## config.mk

```make
export PLATFORM = sky130hd
export DESIGN_NAME = layernorm_inv_sqrt_unit
export DESIGN_NICKNAME = d
export VERILOG_FILES = /design/src/rtl/layernorm_pkg.sv /design/src/rtl/layernorm_inv_sqrt_unit.sv
export SDC_FILE = /design/constraint.sdc
export NUM_CORES = 1
export LEC_CHECK = 0
export CORE_MARGIN = 4
export CORE_UTILIZATION = 52
export DETAILED_ROUTE_END_ITERATION = 16
export PLACE_DENSITY = 0.78
export SLEW_MARGIN = 5
export SYNTH_ARGS = -nofsm -noshare
export SYNTH_HDL_FRONTEND = slang
export SYNTH_SLANG_ARGS = --single-unit
export TNS_END_PERCENT = 100
```

## constraint.sdc

```tcl
create_clock -name clk -period 3 [get_ports clk]
set_clock_uncertainty 0.05 [all_clocks]
set_input_delay 0.6 -clock clk [delete_from_list [all_inputs] [get_ports clk]]
set_output_delay 0.6 -clock clk [all_outputs]
set_load 0.05 [all_outputs]
```

## src/rtl/layernorm_pkg.sv

```systemverilog
// layernorm_pkg: shared LayerNorm fixed-point formats, default epsilon and stage FSM encoding
package layernorm_pkg;
  localparam int S5_10_WIDTH = 16;
  localparam int S5_10_FRAC = 10;
  localparam int S13_10_WIDTH = 24;
  localparam int S13_10_FRAC = 10;
  localparam int S3_20_WIDTH = 24;
  localparam int S3_20_FRAC = 20;
  localparam int DEFAULT_EPS = 10;
  typedef enum logic [2:0] {ST_IDLE, ST_PREP, ST_SQRT, ST_DIV, ST_DONE} ln_state_e;
endpackage

```

## src/rtl/layernorm_inv_sqrt_unit.sv

```systemverilog
// layernorm_inv_sqrt_unit: variance -> std = sqrt(var+eps) and inv_std = 1/std via serial sqrt then serial divide
module layernorm_inv_sqrt_unit
  import layernorm_pkg::*;
#(
  parameter int VAR_WIDTH = S3_20_WIDTH,
  parameter int VAR_FRAC = S3_20_FRAC,
  parameter int OUT_WIDTH = 24,
  parameter int OUT_FRAC = 14,
  parameter int EPS = DEFAULT_EPS
) (
  input  logic                   clk,
  input  logic                   rst_n,
  input  logic [VAR_WIDTH-1:0]   variance_in,
  input  logic                   variance_valid,
  output logic [VAR_WIDTH/2-1:0] std_out,
  output logic [OUT_WIDTH-1:0]   inv_std_out,
  output logic                   inv_std_valid,
  output logic                   busy,
  output logic                   range_err,
  output logic                   overrun
);
  localparam int SW = VAR_WIDTH / 2;
  localparam int RW = SW + 2;
  localparam int QW = VAR_FRAC / 2 + OUT_FRAC + 1;
  localparam int CW = $clog2(QW);
  ln_state_e state, state_nxt;
  logic [VAR_WIDTH-1:0] var_q, rad;
  logic [RW-1:0] rem, rem_sh, trial;
  logic [SW:0] pr_sh;
  logic [SW-1:0] root;
  logic [QW-1:0] quo, quo_nxt;
  logic [CW-1:0] cnt;
  logic accept, sq_ge, div_ge, sat, last;
  assign accept = variance_valid && (state == ST_IDLE || state == ST_DONE);
  assign busy = state == ST_PREP || state == ST_SQRT || state == ST_DIV;
  assign inv_std_valid = state == ST_DONE;
  assign last = cnt == '0;
  assign rem_sh = {rem[RW-3:0], rad[VAR_WIDTH-1 -: 2]};
  assign trial = {root, 2'b01};
  assign sq_ge = rem_sh >= trial;
  // The dividend is a single power of two, so its only set bit enters on the first divide step.
  assign pr_sh = {rem[SW-1:0], cnt == CW'(QW - 1)};
  assign div_ge = pr_sh >= {1'b0, root};
  assign quo_nxt = {quo[QW-2:0], div_ge};
  assign sat = root == '0 || (64'(quo_nxt) >> OUT_WIDTH) != 64'd0;
  always_comb begin
    state_nxt = state;
    case (state)
      ST_IDLE: state_nxt = accept ? ST_PREP : ST_IDLE;
      ST_PREP: state_nxt = ST_SQRT;
      ST_SQRT: state_nxt = last ? ST_DIV : ST_SQRT;
      ST_DIV:  state_nxt = last ? ST_DONE : ST_DIV;
      ST_DONE: state_nxt = accept ? ST_PREP : ST_IDLE;
      default: state_nxt = ST_IDLE;
    endcase
  end
  always_ff @(posedge clk or negedge rst_n)
    if (!rst_n) state <= ST_IDLE;
    else state <= state_nxt;
  always_ff @(posedge clk or negedge rst_n) begin
    if (!rst_n) begin
      var_q <= '0;
      rad <= '0;
      rem <= '0;
      root <= '0;
      quo <= '0;
      cnt <= '0;
      std_out <= '0;
      inv_std_out <= '0;
      range_err <= 1'b0;
      overrun <= 1'b0;
    end else begin
      overrun <= variance_valid && busy;
      if (accept) var_q <= variance_in;
      case (state)
        ST_PREP: begin
          rad <= var_q[VAR_WIDTH-1] ? VAR_WIDTH'(EPS) : var_q + VAR_WIDTH'(EPS);
          rem <= '0;
          root <= '0;
          cnt <= CW'(SW - 1);
        end
        ST_SQRT: begin
          rem <= sq_ge ? rem_sh - trial : rem_sh;
          root <= {root[SW-2:0], sq_ge};
          rad <= rad << 2;
          cnt <= cnt - CW'(1);
          if (last) begin
            rem <= '0;
            quo <= '0;
            cnt <= CW'(QW - 1);
          end
        end
        ST_DIV: begin
          rem <= RW'(div_ge ? pr_sh - {1'b0, root} : pr_sh);
          quo <= quo_nxt;
          cnt <= cnt - CW'(1);
          if (last) begin
            std_out <= root;
            inv_std_out <= sat ? '1 : OUT_WIDTH'(quo_nxt);
            range_err <= sat;
          end
        end
        default: ;
      endcase
    end
  end
endmodule

```

Word level (Yosys, flattened, before mapping)
Index checks and enable logic that the tools add are counted.
- latch bits: 0
- input port bits: 27
- output and inout port bits: 40
- memory bits (writable): 0
- register bits after elaboration: 142
- memories: 0
- memory bits (read-only): 0
- bitwise operators: 0
- reduce and logical (&&, ||, !) cells: 15
- shifts and indexed selects: 0
- divide/modulo/power cells: 0
- equal/unequal tests: 6
- add/subtract/negate cells: 4
- order comparisons: 2
- mux-type cells: 16
- $mul: 0
- operators by type and width (operator ; count):
    $pmux W24 S2 ; 2
    $mux W24 ; 3
    $mux W12 ; 3
    $pmux W12 S3 ; 1
    $add A24 B4 Y24 const B ; 1
    $pmux W12 S2 ; 1
    $sub A12 B12 Y12 ; 2
    $pmux W5 S3 ; 1
    $ge A14 B14 Y1 ; 1
    $ge A13 B12 Y1 ; 1
    $logic_not A12 Y1 ; 1
    $pmux W3 S4 ; 1
    $eq A3 B2 Y1 const B ; 2
    $eq A5 B5 Y1 const B ; 1
    $logic_not A5 Y1 ; 1
    $mux W5 ; 1
    $sub A5 B1 Y5 const B ; 1
    $logic_or A1 B1 Y1 ; 4
    $reduce_and A2 Y1 ; 2
    $reduce_bool A2 Y1 ; 2
    $eq A3 B1 Y1 const B ; 1
    $eq A3 B3 Y1 const B ; 1
    $logic_not A3 Y1 ; 1
    $mux W3 ; 1
    other kinds (5) ; 7

Logic depth before layout (Yosys ltp)
Gate-level depths: netlist of the first run.
- word-level depth: 5
- gate-level depth with buffers: 12
- mapped depth without buffers: 12

Worst setup path before layout of the first run
No wires, ideal clock.
- path type: register to register
- from: register cnt[0]
- to: register rem[10]
- path slack: 0.183 ns
- buffers on the path: 0
- library setup time: 0.129 ns
- cell stages (with the launch flop): 13
- arrival time: 2.638 ns
- required time: 2.821 ns
- cells stage by stage: dfrtp_1 inv_1 ha_1 nand4b_1 ha_1 fa_1 nor2b_1 o31a_1 o21a_1 o21ai_0 mux2i_1 a311oi_2 a2111o_1
- word-level cells in the longest chain between the ends: 4
- elaborated cells on any way between the ends: 7
- classes of those cells: 1 x add/sub; 1 x order compare; 1 x eq/ne; 3 x mux; 1 x reduce/logical
- ends and longest elaborated chain (element ; line ; text):
    from (decl) ; layernorm_inv_sqrt_unit.sv:32 ; logic [CW-1:0] cnt;
    from (signal assigned) ; layernorm_inv_sqrt_unit.sv:80 ; cnt <= CW'(SW - 1);
    from (signal assigned) ; layernorm_inv_sqrt_unit.sv:86 ; cnt <= cnt - CW'(1);
    from (signal assigned) ; layernorm_inv_sqrt_unit.sv:90 ; cnt <= CW'(QW - 1);
    $eq A5 B5 Y1 ; layernorm_inv_sqrt_unit.sv:42 ; assign pr_sh = {rem[SW-1:0], cnt == CW'(QW - 1)};
    $sub A12 B12 Y12 or $ge A13 B12 Y1 (tied branches) ; layernorm_inv_sqrt_unit.sv:94, layernorm_inv_sqrt_unit.sv:43 ;
    $mux W12 ; layernorm_inv_sqrt_unit.sv:94 ; rem <= RW'(div_ge ? pr_sh - {1'b0, root} : pr_sh);
    $pmux W12 S3 * ; layernorm_inv_sqrt_unit.sv:75 ; case (state)
    to (signal assigned) ; layernorm_inv_sqrt_unit.sv:83 ; rem <= sq_ge ? rem_sh - trial : rem_sh;
    to (signal assigned) ; layernorm_inv_sqrt_unit.sv:94 ;
    to (decl) ; layernorm_inv_sqrt_unit.sv:28 ; logic [RW-1:0] rem, rem_sh, trial;
Every way passes the cells marked *; elsewhere a longest branch is shown, timed or not.
A chain may end at the register's enable or synchronous reset.

Worst setup path after layout of the first run
- from: register cnt[1]
- to: register rem[10]
The elaborated chain is that of the path after synthesis.

==> impl_metrics.csv, run 1 <==
group,metric,value,unit
critical_path,critPathLaunchType,"flip-flop",
grt,met3_usage,5.26,%
yosys,yosysWarnings,0,
cells_and_area,final_common_cell,"dfrtp_1",
drt,drt_iter0_drc,444,
yosys,synthCells,682,
clock_tree,clk_pin_slew_worst_paths,0.06,ns
floorplan,io_pins,67,
sta,setup_viol,0,
critical_path,timing.rr.start,"cnt[1]",
critical_path,required,3.26,ns
clock_tree,numCtsBuffers,17,
critical_path,crit_arrival,3.16,ns
drt,wl,17000,um
sta,finalHoldViolCount,0,
drt,ant_nets,0,
yosys,synthArstFlopShare,100,%
sta,timing.hold.ws,0.173,ns
critical_path,rr_worst_depth,12,
cells_and_area,drive_above_1_share,14.7,%
sta,max_clock_freq,345,MHz
yosys,synth_ff_type,"dfrtp_1",
floorplan,dieArea,16000,um^2
drt,wl_per_cell,17.9,um
yosys,syn_area,7310,um^2
sta,relSlewSlack,46.5,%
grt,grt_max_degree,88,
yosys,syn_area_per_cell,10.7,um^2
critical_path,crit_type,"flip-flop to flip-flop",
critical_path,cp-end-kind,"flip-flop",
job,drv_cap,0,
cells_and_area,nets,813,
critical_path,r2r_end,"rem[10]",
drt,viasPerCell,6.00,
grt,gr-usage-met1,29.1,%
sta,finalCritPeriodShare,96.6,%
placement,io_buffers,66,
sta,worstMarginPinSlew,0.803,ns
clock_tree,clock_path_buffers,2,
clock_tree,insertion_delay,0.43,ns
yosys,synth_edf_count,0,
critical_path,reg2reg_slack,0.10,ns
sta,worst_slack,0.101,ns
yosys,synth_nets,739,
placement,preCtsSetupSlack,-0.0220,ns
clock_tree,htreeDepth,4,
grt,antenna_found_initial,0,
clock_tree,cts_tree,"yes",
cells_and_area,final_cell_mix,"142 x dfrtp_1, 64 x clkdlybuf4s50_1, 50 x nand2_1",
critical_path,critPathMaxFanout,3,
drt,dr_total_vias,5696,
cells_and_area,area_delta_synth_final,20.4,%
grt,gr-total-overflow,0,
drt,drt-pass1-iter-count,7,
grt,grt_pass1_vias,5781,
grt,track_usage,22.1,%
floorplan,initial_core_util,52.9,%
status,outcome,"finished clean",
yosys,ys_ff_latch,142,
floorplan,die_h,127,um
floorplan,coreArea,13800,um^2
yosys,synth-seq-area-share,48.6,%
sta,rsz0062_at_grt,"yes",
grt,busiest_layer,"met2",
sta,period_needed,2.90,ns
sta,maxSlewViolCount,0,
min_path,hold_path.class,"input pin to async pin",
floorplan,die_w,127,um
placement,gp_congestion,0.879,
floorplan,rows,43,
grt,met2_usage,36.5,%
clock_tree,clock-sinks,142,
drt,drc,0,
clock_tree,hold_buffers,0,
clock_tree,root_buffer,"clkbuf_16",
cells_and_area,antenna-diode-count,0,
yosys,synth_cell_type_count,62,
placement,dp_hpwl,12000,um
grt,grt_pass1_wl,28600,um
kinds of logic (layout without fill, tap and decap cells):
kind of cell | count (synthesis) | in the layout | synth area share, %
simple gates | 162 | 162 | 10.7
compound gates | 210 | 210 | 21.0
flops | 142 | 142 | 48.6
xor+xnor | 34 | 34 | 4.07
mux | 47 | 47 | 7.08
fa+ha+maj | 30 | 30 | 5.24
buf+inv | 57 | 144 | 3.35
critical path, stage by stage (launching register included):
cell      delay [ns]
dfrtp_1         0.40
inv_2           0.08
ha_2            0.19
nand4b_1        0.19
ha_2            0.25
fa_2            0.37
nor2b_2         0.14
o31a_1          0.15
o21a_1          0.15
o21ai_1         0.11
mux2i_1         0.20
a311oi_2        0.12
a2111o_1        0.39
area by class of cell:
type | instances | area, um^2
fill | 1057 | 5020
sequential | 142 | 3550
multi-input combinational | 483 | 3530
timing repair buffer | 87 | 830
clock buffer | 19 | 443
tap | 180 | 225
clock inverter | 13 | 130
inverter | 25 | 93.8
cells in the mapped netlist (all sizes together) (7+ instances only):
| master | number | area share (%) |
|---|---|---|
| dfrtp | 142 | 49 |
| o21ai | 53 | 3.6 |
| nand2 | 50 | 2.6 |
| nor2 | 40 | 2.1 |
| mux2 | 38 | 5.9 |
| a21oi | 29 | 2.0 |
| ha | 29 | 5.0 |
| a22o | 28 | 3.4 |
| inv | 25 | 1.3 |
| o22a | 24 | 2.9 |
| clkbuf | 20 | 1.0 |
| a22oi | 19 | 2.0 |
| xnor2 | 18 | 2.2 |
| xor2 | 16 | 1.9 |
| nor3 | 15 | 1.0 |
| buf | 12 | 1.0 |
| and3 | 11 | 0.94 |
| nand3 | 11 | 0.75 |
| mux2i | 9 | 1.2 |
| nor2b | 7 | 0.80 |
| o21a | 7 | 0.72 |
| o221ai | 7 | 0.92 |
stage by stage:
stage | TNS (ns) | instances | util (%) | instance area (um^2)
6_report | 0 | 949 | 63.7 | 8810
3_3_place_gp | 0 | 916 | 59.4 | 8210
2_1_floorplan | 0 | 682 | - | 7310
4_1_cts | 0 | 948 | 63.6 | 8790
5_1_grt | -0.0156 | 949 | 63.7 | 8810
3_5_place_dp | -0.0220 | 916 | 59.4 | 8210
routing by layer:
layer | routed length (um) | vias to the layer above
li1 | - | 2669
met1 | 7500 | 2833
met2 | 8430 | 173
met3 | 806 | 21
met4 | 214 | 0
met5 | 0 | -
worst max path at each step:
stage | from | to | slack, ns
after floorplan | cnt[0] | rem[10] | 0.18
after global placement | cnt[0] | rem[10] | 0.08
after detailed placement | cnt[1] | rem[10] | -0.02
after CTS | cnt[1] | rem[10] | 0.03
after global routing | cnt[1] | rem[10] | -0.02
final | cnt[1] | rem[10] | 0.10
flip-flops by register name (all words and copies together) (netlist names):
register and count:
cnt 5, rem 12, root 12, std_out 12, rad 24, range_err 1
inv_std_out 24, state 3, quo 24, var_q 24, overrun 1
what timing repair did:
item,CTS,global route
resized for setup,4,6
hold endpoints to repair,0,0
pin swaps,1,1
endpoints found under the setup margin,1,2
buffers inserted,0,1
Power of run 1 is not shown: default switching activity piles up to over one toggle a cycle in this logic, so the estimate is an artifact.
==> inputs of run 2 (changes only) <==
--- a/config.mk
+++ b/config.mk
@@ -8,6 +8,7 @@
 export CORE_MARGIN = 4
 export CORE_UTILIZATION = 52
 export DETAILED_ROUTE_END_ITERATION = 16
+export HOLD_SLACK_MARGIN = 0.03
 export PLACE_DENSITY = 0.78
 export SLEW_MARGIN = 5
 export SYNTH_ARGS = -nofsm -noshare
==> results of run 2 <==
Same layout as run 1: the final DEF is identical, and so are final timing and power.
Power of run 2 is left out for the same reason.
==> inputs of run 3 (changes only) <==
--- a/config.mk
+++ b/config.mk
@@ -8,7 +8,7 @@
 export CORE_MARGIN = 4
 export CORE_UTILIZATION = 52
 export DETAILED_ROUTE_END_ITERATION = 16
-export HOLD_SLACK_MARGIN = 0.03
+export GPL_TIMING_DRIVEN = 0
 export PLACE_DENSITY = 0.78
 export SLEW_MARGIN = 5
 export SYNTH_ARGS = -nofsm -noshare
==> impl_metrics.csv, run 3 (synthesis results as in run 1) <==
group,metric,value,unit
status,outcome,"finished clean",
sta,finalCritPeriodShare,98.2,%
drt,wl_per_cell,17.4,um
sta,max_clock_freq,340,MHz
critical_path,critPathMaxFanout,4,
grt,track_usage,21.6,%
floorplan,io_pins,67,
sta,rsz0062_at_grt,"yes",
drt,wl,16800,um
critical_path,setup.worst_path.start,"cnt[0]",
clock_tree,clk_pin_slew_worst_paths,0.06,ns
clock_tree,insertion_delay,0.42,ns
drt,ant_nets,0,
drt,viasPerCell,5.92,
drt,drt_iter0_drc,362,
clock_tree,cts_tree,"yes",
floorplan,dieArea,16000,um^2
critical_path,r2r_end,"rem[10]",
floorplan,die_h,127,um
job,drv_cap,0,
critical_path,critPathLaunchType,"flip-flop",
grt,antenna_found_initial,0,
cells_and_area,nets,831,
placement,gp_congestion,0.894,
drt,drc,0,
floorplan,die_w,127,um
cells_and_area,stdcell_count,966,
grt,grt_pass1_vias,5870,
placement,dp_hpwl,12400,um
clock_tree,numCtsBuffers,17,
sta,period_needed,2.94,ns
sta,worstMarginPinSlew,0.646,ns
sta,fin_setup_tns,0,ns
critical_path,cp-end-kind,"flip-flop",
cells_and_area,drive_above_1_share,13.4,%
critical_path,crit_arrival,3.19,ns
critical_path,critPathCapture,"rem[10]",
placement,io_buffers,66,
grt,gr-total-overflow,0,
clock_tree,clock_path_buffers,2,
grt,grt_max_degree,81,
sta,setup_viol,0,
floorplan,coreArea,13800,um^2
drt,dr_total_vias,5717,
sta,finalHoldViolCount,0,
critical_path,timing.rr.start,"cnt[0]",
critical_path,rr_worst_depth,12,
cells_and_area,antenna-diode-count,0,
critical_path,required,3.25,ns
min_path,hold_path.class,"input pin to async pin",
clock_tree,root_buffer,"clkbuf_16",
critical_path,reg2reg_slack,0.06,ns
grt,grt_pass1_wl,28200,um
sta,maxSlewViolCount,0,
placement,numPlacedInstances,929,
cells_and_area,final_common_cell,"dfrtp_1",
floorplan,rows,43,
cells_and_area,area_delta_synth_final,21.2,%
floorplan,initial_core_util,52.9,%
drt,drt-pass1-iter-count,5,
clock_tree,htreeDepth,4,
critical_path,crit_type,"flip-flop to flip-flop",
sta,relSlewSlack,57.0,%
cells_and_area,final_cell_mix,"142 x dfrtp_1, 64 x clkdlybuf4s50_1, 50 x nand2_1",
clock_tree,clock-sinks,142,
[run 3: cell types whose count changed in the layout (fill, tap and decap cells not counted), sizes merged]
cell           delta
clkdlybuf4s15     +1
buf               -3
clkbuf           +20
clkinvlp          +3
inv               -3
clkinv            -1
[run 3: critical path, cell delays in order, from the launching register on]
cell,delay (ns)
dfrtp_1,0.39
inv_1,0.09
ha_2,0.20
nand4b_1,0.14
ha_2,0.24
nor2b_4,0.05
o31a_1,0.33
o31ai_4,0.38
a31oi_4,0.14
buf_12,0.16
nor3_1,0.18
a311oi_2,0.08
a2111o_1,0.39
[run 3: layer usage]
| layer | share of wire (%) | vias to the layer above | wire length, um | GRT usage [%] |
|---|---|---|---|---|
| li1 | - | 2706 | - | - |
| met4 | 1.5 | 0 | 248 | 6.44 |
| met2 | 50 | 158 | 8430 | 36.2 |
| met3 | 4.4 | 22 | 733 | 4.63 |
| met5 | 0 | - | 0 | 0 |
| met1 | 44 | 2831 | 7390 | 28.3 |
[run 3: through the flow]
stage | hold WS (ns) | setup slack [ns] | area, um^2 | util [%]
global placement | 0.429 | -4.00 | 8200 | 59.3
floorplan | 0.254 | 0.183 | 7310 | -
global route | 0.150 | -0.0526 | 8860 | 64.1
detailed placement | 0.443 | -0.156 | 8230 | 59.5
finish | 0.108 | 0.0555 | 8860 | 64.1
CTS | 0.118 | 0.00292 | 8780 | 63.5
[run 3: worst min-delay path by stage]
stage              start         endpoint  slack (ns)  depth (start not counted)
4_1_cts            rst_n  inv_std_out[11]        0.12                          1
5_1_grt            rst_n          quo[10]        0.15                          1
3_3_place_gp   range_err        range_err        0.43                          1
6_report           rst_n  inv_std_out[11]        0.11                          1
2_1_floorplan      rst_n           cnt[0]        0.25                          0
3_5_place_dp     quo[23]          quo[23]        0.44                          1
[run 3: timing repair]
action | in CTS | in global routing
resized for setup | 5 | 8
pin swaps | 0 | 5
hold buffers | 0 | 0
endpoints found under the hold margin | 0 | 0
setup buffers | 0 | 6
setup endpoints to repair | 3 | 6
[run 3: layout make-up]
cell class                 instances  area, um^2
fill                            1049        4960
sequential                       142        3550
multi-input combinational        483        3540
timing repair buffer              73         747
clock buffer                      19         433
tap                              180         225
buffer                            32         151
clock inverter                    12         115
inverter                          25        93.8
Power of run 3 is left out for the same reason.
